### config.mk
export PLATFORM = sky130hd
export DESIGN_NAME = main
export DESIGN_NICKNAME = d
export VERILOG_FILES = /design/src/rtl/main_pkg.sv /design/src/rtl/main_seg7.sv /design/src/rtl/main.sv
export SDC_FILE = /design/constraint.sdc
export NUM_CORES = 2
export LEC_CHECK = 0
export CORE_ASPECT_RATIO = 1.4
export CORE_MARGIN = 2
export CORE_UTILIZATION = 30
export DETAILED_ROUTE_END_ITERATION = 10
export SYNTH_ARGS = -nofsm -noshare
export SYNTH_HDL_FRONTEND = slang
export SYNTH_SLANG_ARGS = --single-unit
### constraint.sdc
create_clock -name clk -period 19.3 [get_ports clk]
set_input_delay 2.895 -clock clk [delete_from_list [all_inputs] [get_ports clk]]
set_output_delay 2.895 -clock clk [all_outputs]
set_load 0.02 [all_outputs]
### src/rtl/main_pkg.sv
// main_pkg: shared definitions for the single-cycle RV32 core "main".
//   - RV32I opcode / funct3 / funct7 constants for the supported subset
//   - ALU operation enum, ALU operand-B source enum, decoded control struct
//   - NOP encoding and the default 32-word instruction ROM image
//   - rtype_ctrl(): helper that builds the control word for an R-type op
package main_pkg;

  localparam logic [6:0] OP_RTYPE  = 7'b0110011;
  localparam logic [6:0] OP_IMM    = 7'b0010011;
  localparam logic [6:0] OP_LOAD   = 7'b0000011;
  localparam logic [6:0] OP_STORE  = 7'b0100011;
  localparam logic [6:0] OP_BRANCH = 7'b1100011;

  localparam logic [2:0] F3_ADD_SUB = 3'b000;
  localparam logic [2:0] F3_SLL     = 3'b001;
  localparam logic [2:0] F3_SLT     = 3'b010;
  localparam logic [2:0] F3_XOR     = 3'b100;
  localparam logic [2:0] F3_SRL     = 3'b101;
  localparam logic [2:0] F3_OR      = 3'b110;
  localparam logic [2:0] F3_AND     = 3'b111;
  localparam logic [2:0] F3_ADDI    = 3'b000;
  localparam logic [2:0] F3_LW      = 3'b010;
  localparam logic [2:0] F3_SW      = 3'b010;
  localparam logic [2:0] F3_BEQ     = 3'b000;

  localparam logic [6:0] F7_BASE = 7'b0000000;
  localparam logic [6:0] F7_ALT  = 7'b0100000;

  localparam logic [31:0] NOP_INSTR = 32'h00000013;

  localparam int ROM_WORDS  = 32;
  localparam int DMEM_WORDS = 64;

  typedef enum logic [2:0] {
    ALU_ADD,
    ALU_SUB,
    ALU_AND,
    ALU_OR,
    ALU_XOR,
    ALU_SLT,
    ALU_SLL,
    ALU_SRL
  } alu_op_e;

  typedef enum logic [1:0] {
    SRC_RS2,
    SRC_IMM_I,
    SRC_IMM_S
  } src_b_e;

  typedef struct packed {
    logic    reg_we;
    logic    mem_we;
    logic    mem_to_reg;
    logic    branch;
    src_b_e  src_b;
    alu_op_e alu_op;
  } ctrl_t;

  // Anything the decoder does not recognise falls back to this: no side
  // effects, PC+4.
  localparam ctrl_t CTRL_NOP = '{
    reg_we:     1'b0,
    mem_we:     1'b0,
    mem_to_reg: 1'b0,
    branch:     1'b0,
    src_b:      SRC_IMM_I,
    alu_op:     ALU_ADD
  };

  // Word i of the ROM lives at bits [32*i +: 32].
  localparam logic [32*ROM_WORDS-1:0] DEFAULT_ROM = {
    {20{NOP_INSTR}},
    32'h00000063,  // 11: beq  x0,x0,0   (halt loop)
    32'h00100493,  // 10: addi x9,x0,1   (skipped by the branch)
    32'h00108463,  //  9: beq  x1,x1,+8
    32'h40108433,  //  8: sub  x8,x1,x1
    32'h00002383,  //  7: lw   x7,0(x0)
    32'h00302023,  //  6: sw   x3,0(x0)
    32'h0020E333,  //  5: or   x6,x1,x2
    32'h0020F2B3,  //  4: and  x5,x1,x2
    32'h40208233,  //  3: sub  x4,x1,x2
    32'h002081B3,  //  2: add  x3,x1,x2
    32'h00300113,  //  1: addi x2,x0,3
    32'h00500093   //  0: addi x1,x0,5
  };

  function automatic ctrl_t rtype_ctrl(input alu_op_e op);
    ctrl_t c;
    c        = CTRL_NOP;
    c.reg_we = 1'b1;
    c.src_b  = SRC_RS2;
    c.alu_op = op;
    return c;
  endfunction

endpackage

### src/rtl/main_seg7.sv
// main_seg7: 8-digit multiplexed seven-segment driver.
//   i_clk    : system clock
//   i_rst    : synchronous active-high reset (clears the refresh counter)
//   i_value  : 32-bit value to display, digit k shows i_value[4k+3:4k]
//   o_anode  : digit enables, active-low, one-hot
//   o_seg    : segments a..g on bits 6..0, active-low
module main_seg7
  import main_pkg::*;
#(
  parameter int REFRESH_BITS = 20
) (
  input  logic        i_clk,
  input  logic        i_rst,
  input  logic [31:0] i_value,
  output logic [7:0]  o_anode,
  output logic [6:0]  o_seg
);

  localparam logic [REFRESH_BITS-1:0] ONE = REFRESH_BITS'(1);

  logic [REFRESH_BITS-1:0] r_refresh;
  logic [2:0]              w_digit;
  logic [3:0]              w_nibble;

  always_ff @(posedge i_clk) begin
    if (i_rst) r_refresh <= '0;
    else       r_refresh <= r_refresh + ONE;
  end

  // The top three counter bits pick the digit, so each digit is held for
  // 2**(REFRESH_BITS-3) clocks.
  assign w_digit  = r_refresh[REFRESH_BITS-1 -: 3];
  assign w_nibble = i_value[{w_digit, 2'b00} +: 4];
  assign o_anode  = ~(8'b0000_0001 << w_digit);

  always_comb begin
    o_seg = 7'b1111111;
    case (w_nibble)
      4'h0: o_seg = 7'b0000001;
      4'h1: o_seg = 7'b1001111;
      4'h2: o_seg = 7'b0010010;
      4'h3: o_seg = 7'b0000110;
      4'h4: o_seg = 7'b1001100;
      4'h5: o_seg = 7'b0100100;
      4'h6: o_seg = 7'b0100000;
      4'h7: o_seg = 7'b0001111;
      4'h8: o_seg = 7'b0000000;
      4'h9: o_seg = 7'b0000100;
      4'hA: o_seg = 7'b0001000;
      4'hB: o_seg = 7'b1100000;
      4'hC: o_seg = 7'b0110001;
      4'hD: o_seg = 7'b1000010;
      4'hE: o_seg = 7'b0110000;
      4'hF: o_seg = 7'b0111000;
      default: o_seg = 7'b1111111;
    endcase
  end

endmodule

### src/rtl/main.sv
// main: single-cycle RV32 subset core (ADD SUB AND OR XOR SLT SLL SRL ADDI
// LW SW BEQ) whose ALU result is shown on an 8-digit seven-segment display.
//   clk            : system clock, all state updates on the rising edge
//   rst            : synchronous active-high reset (PC, x1-x31, refresh ctr)
//   alu_z          : 1 when the current instruction's ALU result is zero
//   Anode_Activate : digit enables, active-low one-hot
//   LED_out        : segments a..g on bits 6..0, active-low
// ROM_IMAGE holds the 32-word program; word i sits at bits [32*i +: 32].
module main
  import main_pkg::*;
#(
  parameter int                        REFRESH_BITS = 20,
  parameter logic [32*ROM_WORDS-1:0]   ROM_IMAGE    = DEFAULT_ROM
) (
  input  logic       clk,
  input  logic       rst,
  output logic       alu_z,
  output logic [7:0] Anode_Activate,
  output logic [6:0] LED_out
);

  logic [31:0] r_pc;
  logic [31:0] r_regs [32];
  logic [31:0] r_dmem [DMEM_WORDS];

  logic [31:0] w_instr;
  logic [6:0]  w_opcode;
  logic [4:0]  w_rd;
  logic [4:0]  w_rs1;
  logic [4:0]  w_rs2;
  logic [2:0]  w_funct3;
  logic [6:0]  w_funct7;
  logic [31:0] w_imm_i;
  logic [31:0] w_imm_s;
  logic [31:0] w_imm_b;
  logic [31:0] w_rs1_data;
  logic [31:0] w_rs2_data;
  logic [31:0] w_alu_b;
  logic [31:0] w_alu_result;
  logic [31:0] w_mem_rdata;
  logic [31:0] w_wb_data;
  logic [31:0] w_pc_next;
  ctrl_t       w_ctrl;

  // Fetch: PC[6:2] indexes the ROM, so PCs past word 31 wrap to word 0.
  assign w_instr = ROM_IMAGE[{r_pc[6:2], 5'b00000} +: 32];

  assign w_opcode = w_instr[6:0];
  assign w_rd     = w_instr[11:7];
  assign w_funct3 = w_instr[14:12];
  assign w_rs1    = w_instr[19:15];
  assign w_rs2    = w_instr[24:20];
  assign w_funct7 = w_instr[31:25];

  assign w_imm_i = {{20{w_instr[31]}}, w_instr[31:20]};
  assign w_imm_s = {{20{w_instr[31]}}, w_instr[31:25], w_instr[11:7]};
  assign w_imm_b = {{19{w_instr[31]}}, w_instr[31], w_instr[7],
                    w_instr[30:25], w_instr[11:8], 1'b0};

  always_comb begin
    w_ctrl = CTRL_NOP;
    case (w_opcode)
      OP_RTYPE: begin
        if (w_funct7 == F7_BASE) begin
          case (w_funct3)
            F3_ADD_SUB: w_ctrl = rtype_ctrl(ALU_ADD);
            F3_SLL:     w_ctrl = rtype_ctrl(ALU_SLL);
            F3_SLT:     w_ctrl = rtype_ctrl(ALU_SLT);
            F3_XOR:     w_ctrl = rtype_ctrl(ALU_XOR);
            F3_SRL:     w_ctrl = rtype_ctrl(ALU_SRL);
            F3_OR:      w_ctrl = rtype_ctrl(ALU_OR);
            F3_AND:     w_ctrl = rtype_ctrl(ALU_AND);
            default:    w_ctrl = CTRL_NOP;
          endcase
        end else if (w_funct7 == F7_ALT && w_funct3 == F3_ADD_SUB) begin
          w_ctrl = rtype_ctrl(ALU_SUB);
        end
      end
      OP_IMM: begin
        if (w_funct3 == F3_ADDI) w_ctrl.reg_we = 1'b1;
      end
      OP_LOAD: begin
        if (w_funct3 == F3_LW) begin
          w_ctrl.reg_we     = 1'b1;
          w_ctrl.mem_to_reg = 1'b1;
        end
      end
      OP_STORE: begin
        if (w_funct3 == F3_SW) begin
          w_ctrl.mem_we = 1'b1;
          w_ctrl.src_b  = SRC_IMM_S;
        end
      end
      OP_BRANCH: begin
        // BEQ compares by subtracting; the zero flag decides the branch.
        if (w_funct3 == F3_BEQ) begin
          w_ctrl.branch = 1'b1;
          w_ctrl.src_b  = SRC_RS2;
          w_ctrl.alu_op = ALU_SUB;
        end
      end
      default: ;
    endcase
  end

  assign w_rs1_data = (w_rs1 == 5'd0) ? 32'd0 : r_regs[w_rs1];
  assign w_rs2_data = (w_rs2 == 5'd0) ? 32'd0 : r_regs[w_rs2];

  always_comb begin
    w_alu_b = w_imm_i;
    case (w_ctrl.src_b)
      SRC_RS2:   w_alu_b = w_rs2_data;
      SRC_IMM_S: w_alu_b = w_imm_s;
      default:   w_alu_b = w_imm_i;
    endcase
  end

  always_comb begin
    w_alu_result = w_rs1_data + w_alu_b;
    case (w_ctrl.alu_op)
      ALU_ADD: w_alu_result = w_rs1_data + w_alu_b;
      ALU_SUB: w_alu_result = w_rs1_data - w_alu_b;
      ALU_AND: w_alu_result = w_rs1_data & w_alu_b;
      ALU_OR:  w_alu_result = w_rs1_data | w_alu_b;
      ALU_XOR: w_alu_result = w_rs1_data ^ w_alu_b;
      ALU_SLT: w_alu_result = {31'd0, $signed(w_rs1_data) < $signed(w_alu_b)};
      ALU_SLL: w_alu_result = w_rs1_data << w_alu_b[4:0];
      ALU_SRL: w_alu_result = w_rs1_data >> w_alu_b[4:0];
      default: w_alu_result = w_rs1_data + w_alu_b;
    endcase
  end

  assign alu_z = (w_alu_result == 32'd0);

  // Word-addressed data memory: byte-offset bits [1:0] are ignored.
  assign w_mem_rdata = r_dmem[w_alu_result[7:2]];
  assign w_wb_data   = w_ctrl.mem_to_reg ? w_mem_rdata : w_alu_result;

  // An offset-0 taken BEQ leaves PC unchanged, which is the halt loop.
  assign w_pc_next = (w_ctrl.branch && alu_z) ? (r_pc + w_imm_b)
                                              : (r_pc + 32'd4);

  always_ff @(posedge clk) begin
    if (rst) begin
      r_pc <= 32'd0;
      for (int i = 0; i < 32; i++) r_regs[i] <= 32'd0;
    end else begin
      r_pc <= w_pc_next;
      if (w_ctrl.reg_we && (w_rd != 5'd0)) r_regs[w_rd] <= w_wb_data;
    end
  end

  // Contents survive reset; reset only blocks a store in the same cycle.
  always_ff @(posedge clk) begin
    if (!rst && w_ctrl.mem_we) r_dmem[w_alu_result[7:2]] <= w_rs2_data;
  end

  main_seg7 #(
    .REFRESH_BITS(REFRESH_BITS)
  ) u_seg7 (
    .i_clk   (clk),
    .i_rst   (rst),
    .i_value (w_alu_result),
    .o_anode (Anode_Activate),
    .o_seg   (LED_out)
  );

endmodule

==> results.md <==
- The run finished with clean final reports.
- For this run, the number of standard cells in the final layout without fillers is 11.7k.
- The clock slew at the register clock pins of the worst setup and hold paths is 60 ps.
- The final count of pins violating max slew was 0.
- Setup violations remaining at the end of the flow were counted as 0.
- The clock tree from TritonCTS is done.
- The number of endpoints with negative hold slack in the final report is 0.
- The class of the tightest hold or removal check is flip-flop to flip-flop.
- The required arrival time at the worst endpoint is 16,410 ps.
- Compared with the post-synthesis result, the final layout area differs by 12.6%.
- In this run the number of H-tree levels came out at 4.
- The reported max-cap violation count is 0.
- The share of async-settable or async-resettable flops after synthesis is 0%.
- The total design power is 14,400 µW.
- In the post-synthesis netlist, the cell with the most instances is sky130_fd_sc_hd__edfxtp_1.
- The sequential element share of the synthesized area is 69.4%.
- The number of buffers inserted during clock tree synthesis is 198.
- The clock sink total is 2,298.
- The worst path uses 69.0% of the clock period.
- In this run, synthesis produced a sequential element count of 2,298.
- The area of the multi-input gates is 0.0287 mm².
- The setup total negative slack is 0 ps.
- The initial utilization of the core area, before any placement, comes to 30.2%.
- The via density per instance is 5.44.
- IR analysis of the VDD net gives a maximum drop of 0.139 mV.
- Hold repair after CTS inserted 0 buffers.
- For this design the top-level I/O count stands at 18.
- Setup repair after global routing left no endpoint under its margin.
- The worst path meets setup with 5980 ps of slack.
- Entering global routing, the biggest net connects 117 pins.
- The height of the die is 684 µm.
- The routed via count is 63.8k.
- The critical path arrival is 10,430 ps.
- The area share of the largest cell type after synthesis is 68.9%.
- OpenSTA, run right after detailed placement, puts the worst setup slack at 6990 ps.
- For this run the aggregate overflow at the end of global routing stands at 0.
- The maximum frequency from static timing analysis is 75.1 MHz.
- The number of setup buffers added after CTS is 0.
- Of the cells placed in the final design, the portion with a size suffix greater than 1 is 12.0%.
- The final net count is 7,311.
- The maximum buffer depth of the clock tree is 4.
- Once placement finished, the instance area stood at 0.106 mm².
- In the global route stage, overall resource usage came out at 19.3%.
- The detailed-router iteration count before antenna repair is 8.
- The predominant post-synthesis flop cell is sky130_fd_sc_hd__edfxtp_1.
- The average instance area after synthesis is 13.8 µm².
- Of all cell types, the one taking the most synthesized area is sky130_fd_sc_hd__edfxtp_1.
- The number of enable-type register cells in the synthesized netlist is 2,272.
- At the pin with the least slew margin, the transition time is 1300 ps.
- The die footprint is 0.335 mm².
- Summing all non-filler instances in the final layout gives an area of 0.112 mm².
- The routed design has 335,000 µm of wire.
- STA classifies the critical path endpoint as an output pin.
- The root buffer selected by CTS is sky130_fd_sc_hd__clkbuf_16.
- The static leakage is 0.0365 µW.
- After layout, the minimum clock period comes to 13,320 ps.
- The worst slew margin relative to its limit is 13.2%.
- In the post-synthesis netlist, the biggest area contributors are sky130_fd_sc_hd__edfxtp_1 69%, sky130_fd_sc_hd__nand2_1 4.6%, sky130_fd_sc_hd__mux4_2 3.7%.
- Summed over all nets, the half-perimeter wirelength after detailed placement is 198,000 µm.
- The number of input and output port buffers inserted is 17.
- The count of cell types in the netlist is 101.
- The weighted congestion reported at the end of routability-driven placement is 0.921.
- The areal power density over the cells is 129 mW/mm².
- The later-pin clock latency in the skew report is 890 ps.
- The remaining routing DRC violations is 0.
- Of all nets on the critical path, the largest fanout is 65.
- The commonest cells after synthesis are 2,272 x sky130_fd_sc_hd__edfxtp_1, 1,218 x sky130_fd_sc_hd__nand2_1, 502 x sky130_fd_sc_hd__nand3_1, 443 x sky130_fd_sc_hd__a21oi_1, 358 x sky130_fd_sc_hd__nor2_1.
- The detail-routed net length per standard cell is 28.5 µm.
- The number of global-route vias before repair was 62.0k.
- The filler cells instantiated in the layout total 31.6k.
- The total core area is 0.328 mm².
- The initialized floorplan defines 249 standard-cell rows.
- The combined flip-flop and latch cell area is 0.0687 mm².
- The first global-routing pass estimated 466,000 µm of wire.
- The number of routed nets with antenna violations is 0.
- The die is 490 µm wide.
- The number of placed instances, taps included, is 11.4k.
- The total of warnings raised by yosys is 0.
- The number of cells produced by synthesis is 7,180.
- The synthesized netlist occupies a cell area of 0.0990 mm².
- The post-cts resize count is 0.
- The number of antenna violations at the first check in global routing is 9.
- Synthesis produced a netlist with a net count of 7,300.
- In this run, the number of DRC markers left after iteration 0 of detailed routing was 7,744.
- The clock arrives with 76.7 ps of skew.
- The worst setup path is of the flip-flop to output pin kind.
- The critical path startpoint category is a flip-flop.
==> layout by cell type, fill, tap and decap left out, types with 35 or more instances in the layout <==
cell type / count
sky130_fd_sc_hd__a211oi_1: 45
sky130_fd_sc_hd__a21oi_1: 409
sky130_fd_sc_hd__a221oi_1: 52
sky130_fd_sc_hd__a22oi_1: 41
sky130_fd_sc_hd__a31oi_1: 35
sky130_fd_sc_hd__a32o_1: 57
sky130_fd_sc_hd__a32oi_1: 40
sky130_fd_sc_hd__and2_1: 67
sky130_fd_sc_hd__buf_4: 244
sky130_fd_sc_hd__clkbuf_1: 45
sky130_fd_sc_hd__clkbuf_16: 200
sky130_fd_sc_hd__clkinv_1: 43
sky130_fd_sc_hd__clkinv_2: 39
sky130_fd_sc_hd__edfxtp_1: 2272
sky130_fd_sc_hd__ha_1: 115
sky130_fd_sc_hd__inv_1: 127
sky130_fd_sc_hd__mux2i_1: 294
sky130_fd_sc_hd__mux4_2: 162
sky130_fd_sc_hd__nand2_1: 1211
sky130_fd_sc_hd__nand3_1: 499
sky130_fd_sc_hd__nor2_1: 288
sky130_fd_sc_hd__nor2_4: 68
sky130_fd_sc_hd__nor2b_1: 75
sky130_fd_sc_hd__nor3_1: 55
sky130_fd_sc_hd__o211ai_1: 35
sky130_fd_sc_hd__o21ai_0: 123
sky130_fd_sc_hd__o22ai_1: 36
==> critical path: stages (launching register included) <==
cell	delay [ps]
sky130_fd_sc_hd__dfxtp_1	300
sky130_fd_sc_hd__buf_4	250
sky130_fd_sc_hd__inv_1	390
sky130_fd_sc_hd__ha_1	220
sky130_fd_sc_hd__nor3b_1	600
sky130_fd_sc_hd__a31o_2	520
sky130_fd_sc_hd__buf_4	580
sky130_fd_sc_hd__nand2_1	110
sky130_fd_sc_hd__a21oi_1	180
sky130_fd_sc_hd__a21oi_1	100
sky130_fd_sc_hd__a21oi_4	170
sky130_fd_sc_hd__buf_4	620
sky130_fd_sc_hd__nand2_1	350
sky130_fd_sc_hd__ha_1	560
sky130_fd_sc_hd__inv_1	130
sky130_fd_sc_hd__nor4_1	70
sky130_fd_sc_hd__nor2b_1	190
sky130_fd_sc_hd__or4_1	680
sky130_fd_sc_hd__o31ai_1	310
sky130_fd_sc_hd__nand3_1	140
sky130_fd_sc_hd__xnor2_1	280
sky130_fd_sc_hd__o221ai_1	380
sky130_fd_sc_hd__a32oi_1	300
sky130_fd_sc_hd__nand4_1	610
sky130_fd_sc_hd__or2_2	580
sky130_fd_sc_hd__o2bb2ai_1	210
sky130_fd_sc_hd__clkdlybuf4s50_1	650
==> through the flow <==
step / hold slack, ps / util, %
4_1_cts: 446 / 34.0
3_3_place_gp: 424 / 32.1
3_5_place_dp: 436 / 32.1
6_report: 446 / 34.0
5_1_grt: 474 / 34.0
2_1_floorplan: 413 / -
==> where the power goes <==
part	leakage [µW]	total (µW)	switching [µW]	internal, µW
clock network	0.00294	3850	1790	2050
logic	0.0126	4680	3350	1330
registers	0.0210	5890	15.5	5870
==> layout make-up <==
cell class,count,area share [%]
Sequential cell,2298,61.6
Antenna cell,3,0.00673
Multi-Input combinational cell,4299,25.7
Clock inverter,109,0.753
Inverter,128,0.431
Clock buffer,245,4.64
Timing Repair Buffer,266,1.88
Tap cell,4392,4.93
==> flip-flops by register name (all words and copies together) (netlist names) <==
register,cells
r_dmem,2048
r_pc,6
u_seg7.r_refresh,20
r_regs,224
==> final timing paths <==
kind                                                     start                        endpoint  slack, ps  depth (start not counted)
worst max-delay path                        r_pc[4]$_SDFF_PP0_                      LED_out[1]       5980                         26
worst min-delay path            u_seg7.r_refresh[0]$_SDFF_PP0_  u_seg7.r_refresh[0]$_SDFF_PP0_        450                          1
worst max register to register              r_pc[4]$_SDFF_PP0_      r_regs[1][2]$_SDFFCE_PN0P_       8050                         27
worst min register to register  u_seg7.r_refresh[0]$_SDFF_PP0_  u_seg7.r_refresh[0]$_SDFF_PP0_        450                          1
==> per-layer routing <==
metal | wire [µm] | track usage (%) | share of wire (%)
met1 | 116000 | 21.7 | 35
met3 | 23000 | 2.14 | 6.9
met4 | 29900 | 14.6 | 8.9
met5 | 13 | 0 | 0.0039
met2 | 166000 | 33.5 | 50
==> logic make-up after synthesis <==
kind of cell / Yosys count / share of synthesized area, %
and+or+nand+nor: 2495 / 11.2
DFF: 2298 / 69.4
AOI/OAI and AO/OA: 1188 / 8.07
buffers and inverters: 583 / 2.78
muxes: 464 / 6.75
adders and majority gates: 118 / 1.51
xor gates and xnor gates: 34 / 0.301
Note: power is estimated with default switching activity, not from simulation.
==> variant: new RTL, same flow settings <==
`r_pc` no longer has a reset.
--- a/src/rtl/main.sv
+++ b/src/rtl/main.sv
@@ -144,8 +144,10 @@
     if (rst) begin
-      r_pc <= 32'd0;
       for (int i = 0; i < 32; i++) r_regs[i] <= 32'd0;
     end else begin
-      r_pc <= w_pc_next;
       if (w_ctrl.reg_we && (w_rd != 5'd0)) r_regs[w_rd] <= w_wb_data;
     end
+  end
+
+  always_ff @(posedge clk) begin
+    r_pc <= w_pc_next;
   end
Function: not settled (the Yosys comparison gave no result); the edit may change what the design does.
==> variant against the original RTL <==
  * The run now ends with capacitance limit, slew limit left
  * Final area fell by 0.49%
  * Sequential cell count is the same
  * Power grew 23%
  * Core utilization rose by 0.10 points
  * Synthesized area down 0.80%
  * First-iteration DRC count is 3.4% higher
  * Clock power rose by 5%
  * Routed wire length is 1.8% lower
  * Worst setup slack worse by 0.32 ns
  * Largest cell class unchanged
  * Largest power group is now combinational cells
==> variant: results (changes against the original RTL) <==
stage;metric;value;unit;change
run_status;status;finished with violations;;
run_status;failing checks;capacitance limit, slew limit;;
final_layout;ant diodes;6;;+3
final_layout;Area growth, synth to finish;13.0;%;
final_layout;clk_buf instances;256;;+4.5%
timing;slew margin rel.;-0.0368;;-0.169
synthesis;Netlist cell types;99;;-2.0%
worst_setup_path;Max stage delay on crit path;0.89;ns;+0.21 ns
final_layout;number of non-clock inverters;117;;-8.6%
placed_design;worst slack, placed;6.69;ns;-0.297 ns
drt;Initial DRC Count;8007;;+3.4%
final_layout;post-route cell area;0.111;sq mm;-0.49%
final_layout;Non-CTS buffers;231;;-13%
final_layout;layout cell share with drive strength beyond 1;0.114;;-0.00588
drt;drt pass-1 iters;6;;-2
pwr;leak pwr;37.1;nW;+1.5%
final_layout;FF+latch area;0.0688;sq mm;about the same
drt;Routed WL;328000;um;-1.8%
synthesis;ranking of synthesized cells by area;edfxtp_1, nand2_1, mux4_2, nand3_1, a21oi_1;;
worst_setup_path;WP data arrival;10.74;ns;+0.31 ns
drt;wire length on met2;160000;um;-3.2%
synthesis;dominant synthesized flop cell;edfxtp_1;;
final_layout;Multi-In Gates;4400;;+2.3%
synthesis;register area share after synthesis;0.700;;+0.00572
drt;met3 WL;24000;um;+4.5%
placed_design;gpl congestion;0.908;;-1.4%
placed_design;dpl cell area;0.105;sq mm;-0.89%
placed_design;post-DP HPWL;190000;um;-4.0%
grt;initial antenna violation count;14;;+5
final_layout;max FFs per register;2048;;unchanged
timing;Pins Over Slew Limit;2;;+2
grt;All-Layer GR Usage;0.192;;-0.00125
flow_run;max-cap viol count;1;;+1
pwr;VDD IR max;0.520;mV;+270%
worst_setup_path;Worst path slowest cell;dfxtp_1;;
synthesis;Post-synth EDFFs;2273;;+0.044%
synthesis;Synth Instances;7300;;+1.7%
grt;vias in the first global route;63400;;+2.3%
final_layout;Signal buf overhead;0.0174;;-0.00149
grt;largest net degree at the start of global routing;145;;+24%
grt;met3 Usage GRT;0.0267;;+0.00522
drt;met1 WL;115000;um;-1.0%
synthesis;commonest cells in the netlist;edfxtp_1, nand2_1, nand3_1;;
clock_network;TritonCTS Buffers;211;;+6.6%
placed_design;DP Cell Count;11300;;-0.77%
grt;first-pass GRT wire length;463000;um;-0.56%
grt;met1 usage;0.217;;-0.000919
timing;Layout Skew;0.0556;ns;-0.0210 ns
final_layout;Final clock-cell share;0.0577;;+0.00375
## variant: cell types whose count changed in the layout (fill, tap and decap cells not counted), moves of 117 or more
cell and change:
a21oi_1 -155, a31oi_1 +119, and3_1 +182, mux2i_1 -250
nand2_1 +280, nand3_1 -117
## variant: power breakdown
group	switching, mW	internal, mW
logic	5.72	2.56
registers	0.0124	5.47
clock network	1.84	2.20
## variant: final timing paths
check                              endpoint  slack (ns)                           start
max                                   alu_z        5.66                 r_pc[4]$_DFF_P_
min          u_seg7.r_refresh[0]$_SDFF_PP0_        0.44  u_seg7.r_refresh[0]$_SDFF_PP0_
max reg2reg     r_regs[6][19]$_SDFFCE_PN0P_        7.77                 r_pc[4]$_DFF_P_
min reg2reg  u_seg7.r_refresh[0]$_SDFF_PP0_        0.44  u_seg7.r_refresh[0]$_SDFF_PP0_
## variant: logic make-up after synthesis
logic type,synth area share
compound gates,0.0849
xor+xnor,0.00214
fa+ha+maj,0.0153
buf+inv,0.0247
flops,0.700
mux,0.0445
simple gates,0.128
